File: config.mk
export PLATFORM = sky130hd
export DESIGN_NAME = flag_cond_unit
export DESIGN_NICKNAME = d
export VERILOG_FILES = /design/src/rtl/cpu_flags_pkg.sv /design/src/rtl/cond_eval.sv /design/src/rtl/flag_cond_unit.sv
export SDC_FILE = /design/constraint.sdc
export NUM_CORES = 1
export LEC_CHECK = 0
export CELL_PAD_IN_SITES_DETAIL_PLACEMENT = 0
export CELL_PAD_IN_SITES_GLOBAL_PLACEMENT = 1
export CORE_MARGIN = 1.5
export CORE_UTILIZATION = 36
export DETAILED_ROUTE_END_ITERATION = 6
export PLACE_DENSITY = 0.84
export SLEW_MARGIN = 10
export SYNTH_ARGS = -nofsm -noshare
export SYNTH_HDL_FRONTEND = slang
export SYNTH_SLANG_ARGS = --single-unit
File: constraint.sdc
create_clock -name clk -period 2.45 [get_ports clk]
set_input_delay 0.49 -clock clk [delete_from_list [all_inputs] [get_ports clk]]
set_output_delay 0.49 -clock clk [all_outputs]
set_load 0.03 [all_outputs]
File: src/rtl/cpu_flags_pkg.sv
// Shared flag/condition definitions for the status-flag stage and branch unit.
// Flag vector ordering is {N,Z,C,V} = bits [3:0].
package cpu_flags_pkg;

  localparam int N_BIT = 3;
  localparam int Z_BIT = 2;
  localparam int C_BIT = 1;
  localparam int V_BIT = 0;

  // Per-flag write masks: logical ops (AND/TST) only touch N and Z.
  localparam logic [3:0] MASK_LOGIC = 4'b1100;
  localparam logic [3:0] MASK_ALL   = 4'b1111;

  typedef enum logic [3:0] {
    COND_EQ = 4'd0,
    COND_NE = 4'd1,
    COND_CS = 4'd2,
    COND_CC = 4'd3,
    COND_MI = 4'd4,
    COND_PL = 4'd5,
    COND_VS = 4'd6,
    COND_VC = 4'd7,
    COND_HI = 4'd8,
    COND_LS = 4'd9,
    COND_GE = 4'd10,
    COND_LT = 4'd11,
    COND_GT = 4'd12,
    COND_LE = 4'd13,
    COND_AL = 4'd14,
    COND_NV = 4'd15
  } cond_e;

endpackage

File: src/rtl/cond_eval.sv
// Combinational branch-condition evaluator, shared with the branch unit.
// Ports:
//   cond_code - 4-bit condition selector (cond_e encoding)
//   flags     - {N,Z,C,V}
//   result    - 1 when the condition holds
module cond_eval
  import cpu_flags_pkg::*;
(
  input  logic [3:0] cond_code,
  input  logic [3:0] flags,
  output logic       result
);

  logic n, z, c, v;

  always_comb begin
    n = flags[N_BIT];
    z = flags[Z_BIT];
    c = flags[C_BIT];
    v = flags[V_BIT];
    result = 1'b0;
    case (cond_code)
      COND_EQ: result = z;
      COND_NE: result = ~z;
      COND_CS: result = c;
      COND_CC: result = ~c;
      COND_MI: result = n;
      COND_PL: result = ~n;
      COND_VS: result = v;
      COND_VC: result = ~v;
      COND_HI: result = c & ~z;
      COND_LS: result = ~c | z;
      COND_GE: result = (n == v);
      COND_LT: result = (n != v);
      COND_GT: result = ~z & (n == v);
      COND_LE: result = z | (n != v);
      COND_AL: result = 1'b1;
      COND_NV: result = 1'b0;
      default: result = 1'b0;
    endcase
  end

endmodule

File: src/rtl/flag_cond_unit.sv
// Architectural Z/N/C/V flag register with masked updates, a registered
// branch-condition query (bypassing same-cycle updates), and a shadow stack
// for saving/restoring flags across interrupts.
// Ports:
//   clk, rst                    - clock, synchronous active-high reset
//   upd_valid/upd_flags/upd_mask - masked flag write from the ALU
//   cond_valid/cond_code        - condition query; answered one cycle later
//   push_en/pop_en              - shadow stack save/restore
//   flags                       - current {N,Z,C,V}
//   taken/taken_valid           - registered query result and its strobe
//   stack_cnt                   - occupied stack entries
//   stack_err                   - one-cycle pulse after an illegal stack op
module flag_cond_unit
  import cpu_flags_pkg::*;
#(
  parameter int STACK_DEPTH = 4,
  parameter int FLAG_W      = 4
) (
  input  logic                         clk,
  input  logic                         rst,
  input  logic                         upd_valid,
  input  logic [FLAG_W-1:0]            upd_flags,
  input  logic [FLAG_W-1:0]            upd_mask,
  input  logic                         cond_valid,
  input  logic [3:0]                   cond_code,
  input  logic                         push_en,
  input  logic                         pop_en,
  output logic [FLAG_W-1:0]            flags,
  output logic                         taken,
  output logic                         taken_valid,
  output logic [$clog2(STACK_DEPTH):0] stack_cnt,
  output logic                         stack_err
);

  localparam int PTR_W = $clog2(STACK_DEPTH);
  localparam int CNT_W = PTR_W + 1;

  logic [FLAG_W-1:0] stack_mem [STACK_DEPTH];
  logic [PTR_W-1:0]  wr_idx;
  logic [PTR_W-1:0]  top_idx;
  logic              full, empty;
  logic              push_ok, pop_ok, op_err;
  logic [FLAG_W-1:0] nf;
  logic              cond_res;

  always_comb begin
    full    = (stack_cnt == CNT_W'(STACK_DEPTH));
    empty   = (stack_cnt == '0);
    wr_idx  = stack_cnt[PTR_W-1:0];
    // When full the low bits wrap to 0, so top_idx still lands on the last slot.
    top_idx = stack_cnt[PTR_W-1:0] - PTR_W'(1);
    push_ok = push_en & ~pop_en & ~full;
    pop_ok  = pop_en & ~push_en & ~empty;
    op_err  = (push_en & pop_en) | (push_en & full) | (pop_en & empty);

    // An interrupt return overrides any same-cycle ALU update.
    if (pop_ok)
      nf = stack_mem[top_idx];
    else if (upd_valid)
      nf = (flags & ~upd_mask) | (upd_flags & upd_mask);
    else
      nf = flags;
  end

  // Query sees nf so a same-cycle update or pop is bypassed into the result.
  cond_eval u_cond_eval (
    .cond_code (cond_code),
    .flags     (nf[3:0]),
    .result    (cond_res)
  );

  always_ff @(posedge clk) begin
    if (rst) begin
      flags       <= '0;
      taken       <= 1'b0;
      taken_valid <= 1'b0;
      stack_cnt   <= '0;
      stack_err   <= 1'b0;
    end else begin
      flags       <= nf;
      taken_valid <= cond_valid;
      if (cond_valid)
        taken <= cond_res;
      stack_err <= op_err;
      if (push_ok)
        stack_cnt <= stack_cnt + CNT_W'(1);
      else if (pop_ok)
        stack_cnt <= stack_cnt - CNT_W'(1);
    end
  end

  // Stack contents need no reset; only the count is architectural.
  always_ff @(posedge clk) begin
    if (!rst && push_ok)
      stack_mem[wr_idx] <= nf;
  end

endmodule

-- Word level (Yosys, flattened, before mapping)
Memory sizes are Yosys's and may differ from the RTL's.
Cells that the tools add are included.
- RAM bits: 16
- register bits after elaboration: 10
- output and inout bits: 10
- memories: 1
- word-level logic and storage cells: 64
- memory list (memory ; depth ; bits a word ; rd ports ; clocked after memory_dff ; wr ports ; line ; RTL):
    stack_mem ; 4 ; 4 ; 1 ; 0 ; 1 ; flag_cond_unit.sv:38 ; logic [FLAG_W-1:0] stack_mem [STACK_DEPTH];
- add/sub/neg operators: 3
- muxes and demuxes: 7
- reductions and logical operators: 5
- bitwise logic cells: 25
- equal/unequal tests: 18
- operators by type and width (cell ; count):
    == test 4 bit (second input constant) ; 8
    == test 4 x 3 -> 1 bit (second input constant) ; 4
    one-hot mux 1 bit (16 select lines) ; 1
    AND 1 bit ; 9
    AND 4 bit ; 2
    == test 4 x 2 -> 1 bit (second input constant) ; 2
    2-to-1 mux 4 bit ; 2
    NOT 1 bit ; 8
    2-to-1 mux 3 bit ; 2
    == test 4 x 1 -> 1 bit (second input constant) ; 1
    logical NOT 4 bit ; 1
    NOT 4 bit ; 1
    OR 1 bit ; 4
    OR 4 bit ; 1
    adder 3 x 1 -> 3 bit (second input constant) ; 1
    == test 3 bit (second input constant) ; 1
    logical NOT 3 bit ; 1
    subtractor 3 x 1 -> 3 bit (second input constant) ; 1
    2-to-1 mux 1 bit ; 2
    nonzero test 2 bit ; 1
    subtractor 2 x 1 -> 2 bit (second input constant) ; 1
    == test 1 bit ; 1
    logical AND 1 bit ; 1
    logical NOT 1 bit ; 1
    != test 1 bit ; 1

-- Logic depth before layout (Yosys ltp)
- depth in word-level cells: 8
- depth in mapped cells: 10
- mapped depth without buffers: 9

-- By module
From an unflattened synthesis, not the netlist that was laid out.
- cells, all modules: 110
- area total of the unflattened synthesis: 1350.0 um^2
- by module, submodules not included (module ; instances ; seq. area each (um^2) ; cells each ; area an instance (um^2)):
    flag_cond_unit ; 1 ; 680.7 ; 87 ; 1194.9
    cond_eval ; 1 ; 0.0 ; 23 ; 155.1

-- Least setup slack after synthesis
Ideal clock, no wire load.
- path kind: reg-to-reg
- from: register stack_cnt[0]
- to: register taken
- path slack: -0.084 ns
- arrival: 2.475 ns
- stages on the path, launching flop included: 10
- clock period less this slack: 2.534 ns
- library setup time: 0.059 ns
- cells stage by stage: dfxtp_1 buf_6 inv_1 ha_1 mux4_2 nor3_2 a211oi_1 or4_1 a31oi_1 o31a_1
- elaborated cells on any way between the ends: 17
- those cells by class: add/sub (1); eq/ne (2); mux (2); bitwise (10); reduce/logical (1); memory (1)
- RTL lines (item ; line ; RTL):
    start, declared ; flag_cond_unit.sv:31 ; output logic [$clog2(STACK_DEPTH):0] stack_cnt,
    start signal, assigned ; flag_cond_unit.sv:86 ; stack_cnt <= stack_cnt + CNT_W'(1);
    start signal, assigned ; flag_cond_unit.sv:88 ; stack_cnt <= stack_cnt - CNT_W'(1);
    subtractor 2 x 1 -> 2 bit (*) ; flag_cond_unit.sv:51 ; top_idx = stack_cnt[PTR_W-1:0] - PTR_W'(1);
    net top_idx[0] ; flag_cond_unit.sv:40 ; logic [PTR_W-1:0] top_idx;
    memory read (4 x 4 bit) (*) ; - ;
    2-to-1 mux 4 bit (*) ; flag_cond_unit.sv:57 ; if (pop_ok)
    != test 1 bit (tied with other cells) ; cond_eval.sv:34, cond_eval.sv:36 ;
    OR 1 bit (tied with other cells) ; cond_eval.sv:36 ; COND_LE: result = z | (n != v);
    one-hot mux 1 bit (16 select lines) (*) ; cond_eval.sv:22 ; case (cond_code)
    end signal, assigned ; flag_cond_unit.sv:83 ; taken <= cond_res;
    end, declared ; flag_cond_unit.sv:29 ; output logic taken,
The timed path passes the listed nets; every way through them passes the cells marked *.
A chain may end at the register's enable or synchronous reset.

-- Worst setup path in the final report
- from: input pop_en
- to: register taken
- word-level cells in the longest chain between the ends: 6
- elaborated cells on any way between the ends: 14
- those cells by class: eq/ne (2); mux (2); bitwise (10)
- ends and longest elaborated chain (item ; line ; RTL):
    start, declared ; flag_cond_unit.sv:27 ; input logic pop_en,
    AND 1 bit (*) (2 in series) ; flag_cond_unit.sv:53 ; pop_ok = pop_en & ~push_en & ~empty;
    2-to-1 mux 4 bit (*) ; flag_cond_unit.sv:57 ;
    != test 1 bit (tied with other cells) ; cond_eval.sv:34, cond_eval.sv:36 ;
    OR 1 bit (tied with other cells) ; cond_eval.sv:36 ;
    one-hot mux 1 bit (16 select lines) (*) ; cond_eval.sv:22 ;
Mark *: on every way between the ends. The rest lies on a longest branch, timed or not.

==> results <==
[cell usage in the layout, fill, tap and decap left out, types with 2 or more instances in the layout]
master           instances
nand2b_1                 6
mux2i_1                  3
dfxtp_1                  9
nor2b_1                  7
or4_1                    2
clkdlybuf4s50_1         26
a211oi_1                 2
buf_4                   16
mux4_1                   4
a21oi_1                  5
clkbuf_8                 3
edfxtp_1                16
nand2_1                 10
inv_1                    3
o21ai_0                  2
o211ai_1                 2
nor3_1                   2
xnor2_1                  7
nor2_1                   9
and2_1                   4
mux2_2                   2
ha_1                     3
a31oi_1                  2
o311ai_0                 2
and3_1                   3
nand3_1                  5
[critical path, delay by kind of cell]
family | cells | cell delay (ns)
muxes | 2 | 0.83
buffers and inverters | 1 | 0.47
and+or+nand+nor | 2 | 0.44
AOI/OAI and AO/OA | 2 | 0.30
[worst max-delay path by stage]
stage,startpoint,slack (ns),cells after the start,end
after CTS,stack_cnt[1],0.09,8,taken
after global placement,upd_valid,-0.10,7,taken
after global routing,pop_en,0.02,7,taken
after floorplan,stack_cnt[1],0.04,8,taken
after detailed placement,upd_valid,-0.19,7,taken
final,pop_en,0.14,7,taken
[layout make-up]
cell class,instances,area (um2)
fillers,351,2003
multi-input cells,98,777.0
flip-flops and latches,26,681.9
repair buffers,43,392.9
well taps,50,62.56
clock buffers,3,41.29
clock inverters,1,30.03
inverters,3,11.26
[state kept, by name, summed over array words and instances (netlist names)]
register,cells
flags,4
stack_cnt,3
stack_err,1
stack_mem,16
taken,1
taken_valid,1
[report_power, final]
part           switching (mW)  total [mW]  internal, mW
logic                   0.289       0.553         0.264
clock network           0.137       0.356         0.219
registers              0.0207       0.539         0.518
[per-stage QoR]
| step | std cells | hold slack (ns) | area, um2 |
|---|---|---|---|
| after global routing | 224 | 0.6433 | 1997 |
| after CTS | 224 | 0.6243 | 1982 |
| final | 224 | 0.6129 | 1997 |
| after floorplan | 133 | 0.6182 | 1493 |
| after global placement | 220 | 0.5657 | 1911 |
| after detailed placement | 220 | 0.5946 | 1911 |
[cell usage after synthesis, drive strengths merged]
master,instances
a311oi,1
xnor2,7
a211o,1
dfxtp,10
nor2,9
or4,2
a211oi,2
mux2i,3
and4,1
a32o,1
nand2,10
nand3,5
inv,3
o31a,1
o31ai,1
and3,3
ha,4
a221oi,1
nand2b,6
a21o,1
edfxtp,16
o21ai,2
o311ai,3
fa,1
and2,4
mux2,2
a21oi,5
nor3,3
a21bo,1
clkbuf,3
buf,3
a31oi,2
nor4,1
o211ai,2
mux4,5
a21boi,1
nor2b,7
[per-layer routing]
metal / routed length (um) / global-route usage (%) / vias up / share of wire [%]
met3: 111 / 3.167 / 9 / 3.2
met4: 65 / 6.122 / 0 / 1.9
li1: - / - / 582 / -
met1: 1504 / 18.96 / 599 / 43
met2: 1793 / 29.46 / 23 / 52
met5: 0 / 0 / - / 0
[kinds of logic after synthesis]
| kind of cell | count (synthesis) | share of synthesized area [%] |
|---|---|---|
| and+or+nand+nor | 51 | 18.20 |
| DFF | 26 | 45.64 |
| AOI/OAI and AO/OA | 25 | 12.16 |
| muxes | 10 | 12.08 |
| buffers and inverters | 9 | 3.104 |
| xor gates and xnor gates | 7 | 4.111 |
| adders and majority gates | 5 | 4.698 |
==> results.cfg <==
[synthesis]
yosysSeqAreaShare_pct = 45.64
synthCells = 133
ys.warnings.count = 0
synth-seq-cells = 26
yosysTopAreaCellShare_pct = 32.21
netlist_area_mm2 = 0.001491
synth_area_leader_cell = edfxtp_1
syn-num-nets = 156
synth_area_per_cell_um2 = 11.21
synth_cell_type_count = 41
synthTopCellsByArea = edfxtp_1 (32%), dfxtp_1 (13%), mux4_1 (7.0%), xnor2_1 (4.1%), ha_1 (3.4%)

[grt]
grt_pass1_vias = 1194
antenna_found_initial = 0
grt_pass1_wl_um = 5464
grt_max_degree = 16
grtUsageTotal_pct = 16.28
grt.overflow.total = 0

[worst_setup_path]
rr_startpoint = stack_cnt[0]
critPathKind = in2reg
crit_chain = clkdlybuf4s50_1 -> nor2b_1 -> nand2_1 -> mux2i_1 -> mux2_2 -> a31oi_1 -> o31a_1
reg2reg_slack_ns = 0.17
slowest_delay_ns = 0.47
worst_path_max_delay_cell = clkdlybuf4s50_1
critPathRequiredTime_ns = 2.67
rr_endpoint = taken
end_kind = flip-flop
r2r_cells = 7
cp-start-kind = primary input
crit_fanout = 7
cp.arrival_ns = 2.53

[clock_tree]
clk_pin_slew_worst_paths_ns = 0.09
cts_max_level = 1
postCtsSetupBuffers = 0
cts.sinks = 26
postCtsHoldBufs = 0
clockBufferDepth = 2
root_buffer = clkbuf_8
cts_tree = done
numCtsBuffers = 3
clkLatencyLatePin_ns = 0.27
cts-resized-gates = 0

[placed_design]
hpwlAfterDp_um = 2621
place_ws_ns = -0.1916
numPortBuffers = 27
gp_congestion = 0.8434

[sta]
setup_viol = 0
hold_viol = 0
fin_setup_tns_ns = 0
drv_slew = 0
timing.final.ws_setup_ns = 0.1379
min_period_ns = 2.312
finalCritPeriodShare_pct = 94.37
worst_pin_slew_ns = 0.5625
rsz0062_at_grt = no
slew_headroom_pct = 62.10
fmax_ghz = 0.4325
fin_skew_ns = 0.001085

[worst_hold_path]
hold_end = stack_cnt[2]
worstHoldPathCells = 2
hold_class = reg2reg
hold_start = stack_cnt[2]

[floorplan]
die_w_um = 67.37
rows = 23
initial_core_util_pct = 37.28
dieArea_mm2 = 0.004538
die_height_um = 67.37
io_pins = 28
core_area_mm2 = 0.004000

[power_and_ir_drop]
power_density_mw_per_mm2 = 724.9
irDropWorstVdd_mv = 0.3318
totalPowerFinal_mw = 1.448
p_leak_nw = 0.7516

[drt]
drc = 0
wl_per_cell_um = 15.51
vias = 1213
vias_per_cell = 5.415
drt_iter0_drc = 110
first_pass_iters = 4
route.antenna.remaining_nets = 0
drt-total-wl_um = 3475

[cells_and_area]
diodes = 0
drive_gt1_share_pct = 15.52
layout.nets = 198
areaGrowthSynthToFinish_pct = 33.89
fin_util_pct = 49.92

[run]
maxCapViolations = 0

[outcome]
status = finished clean
(Power assumes the default switching activity.)
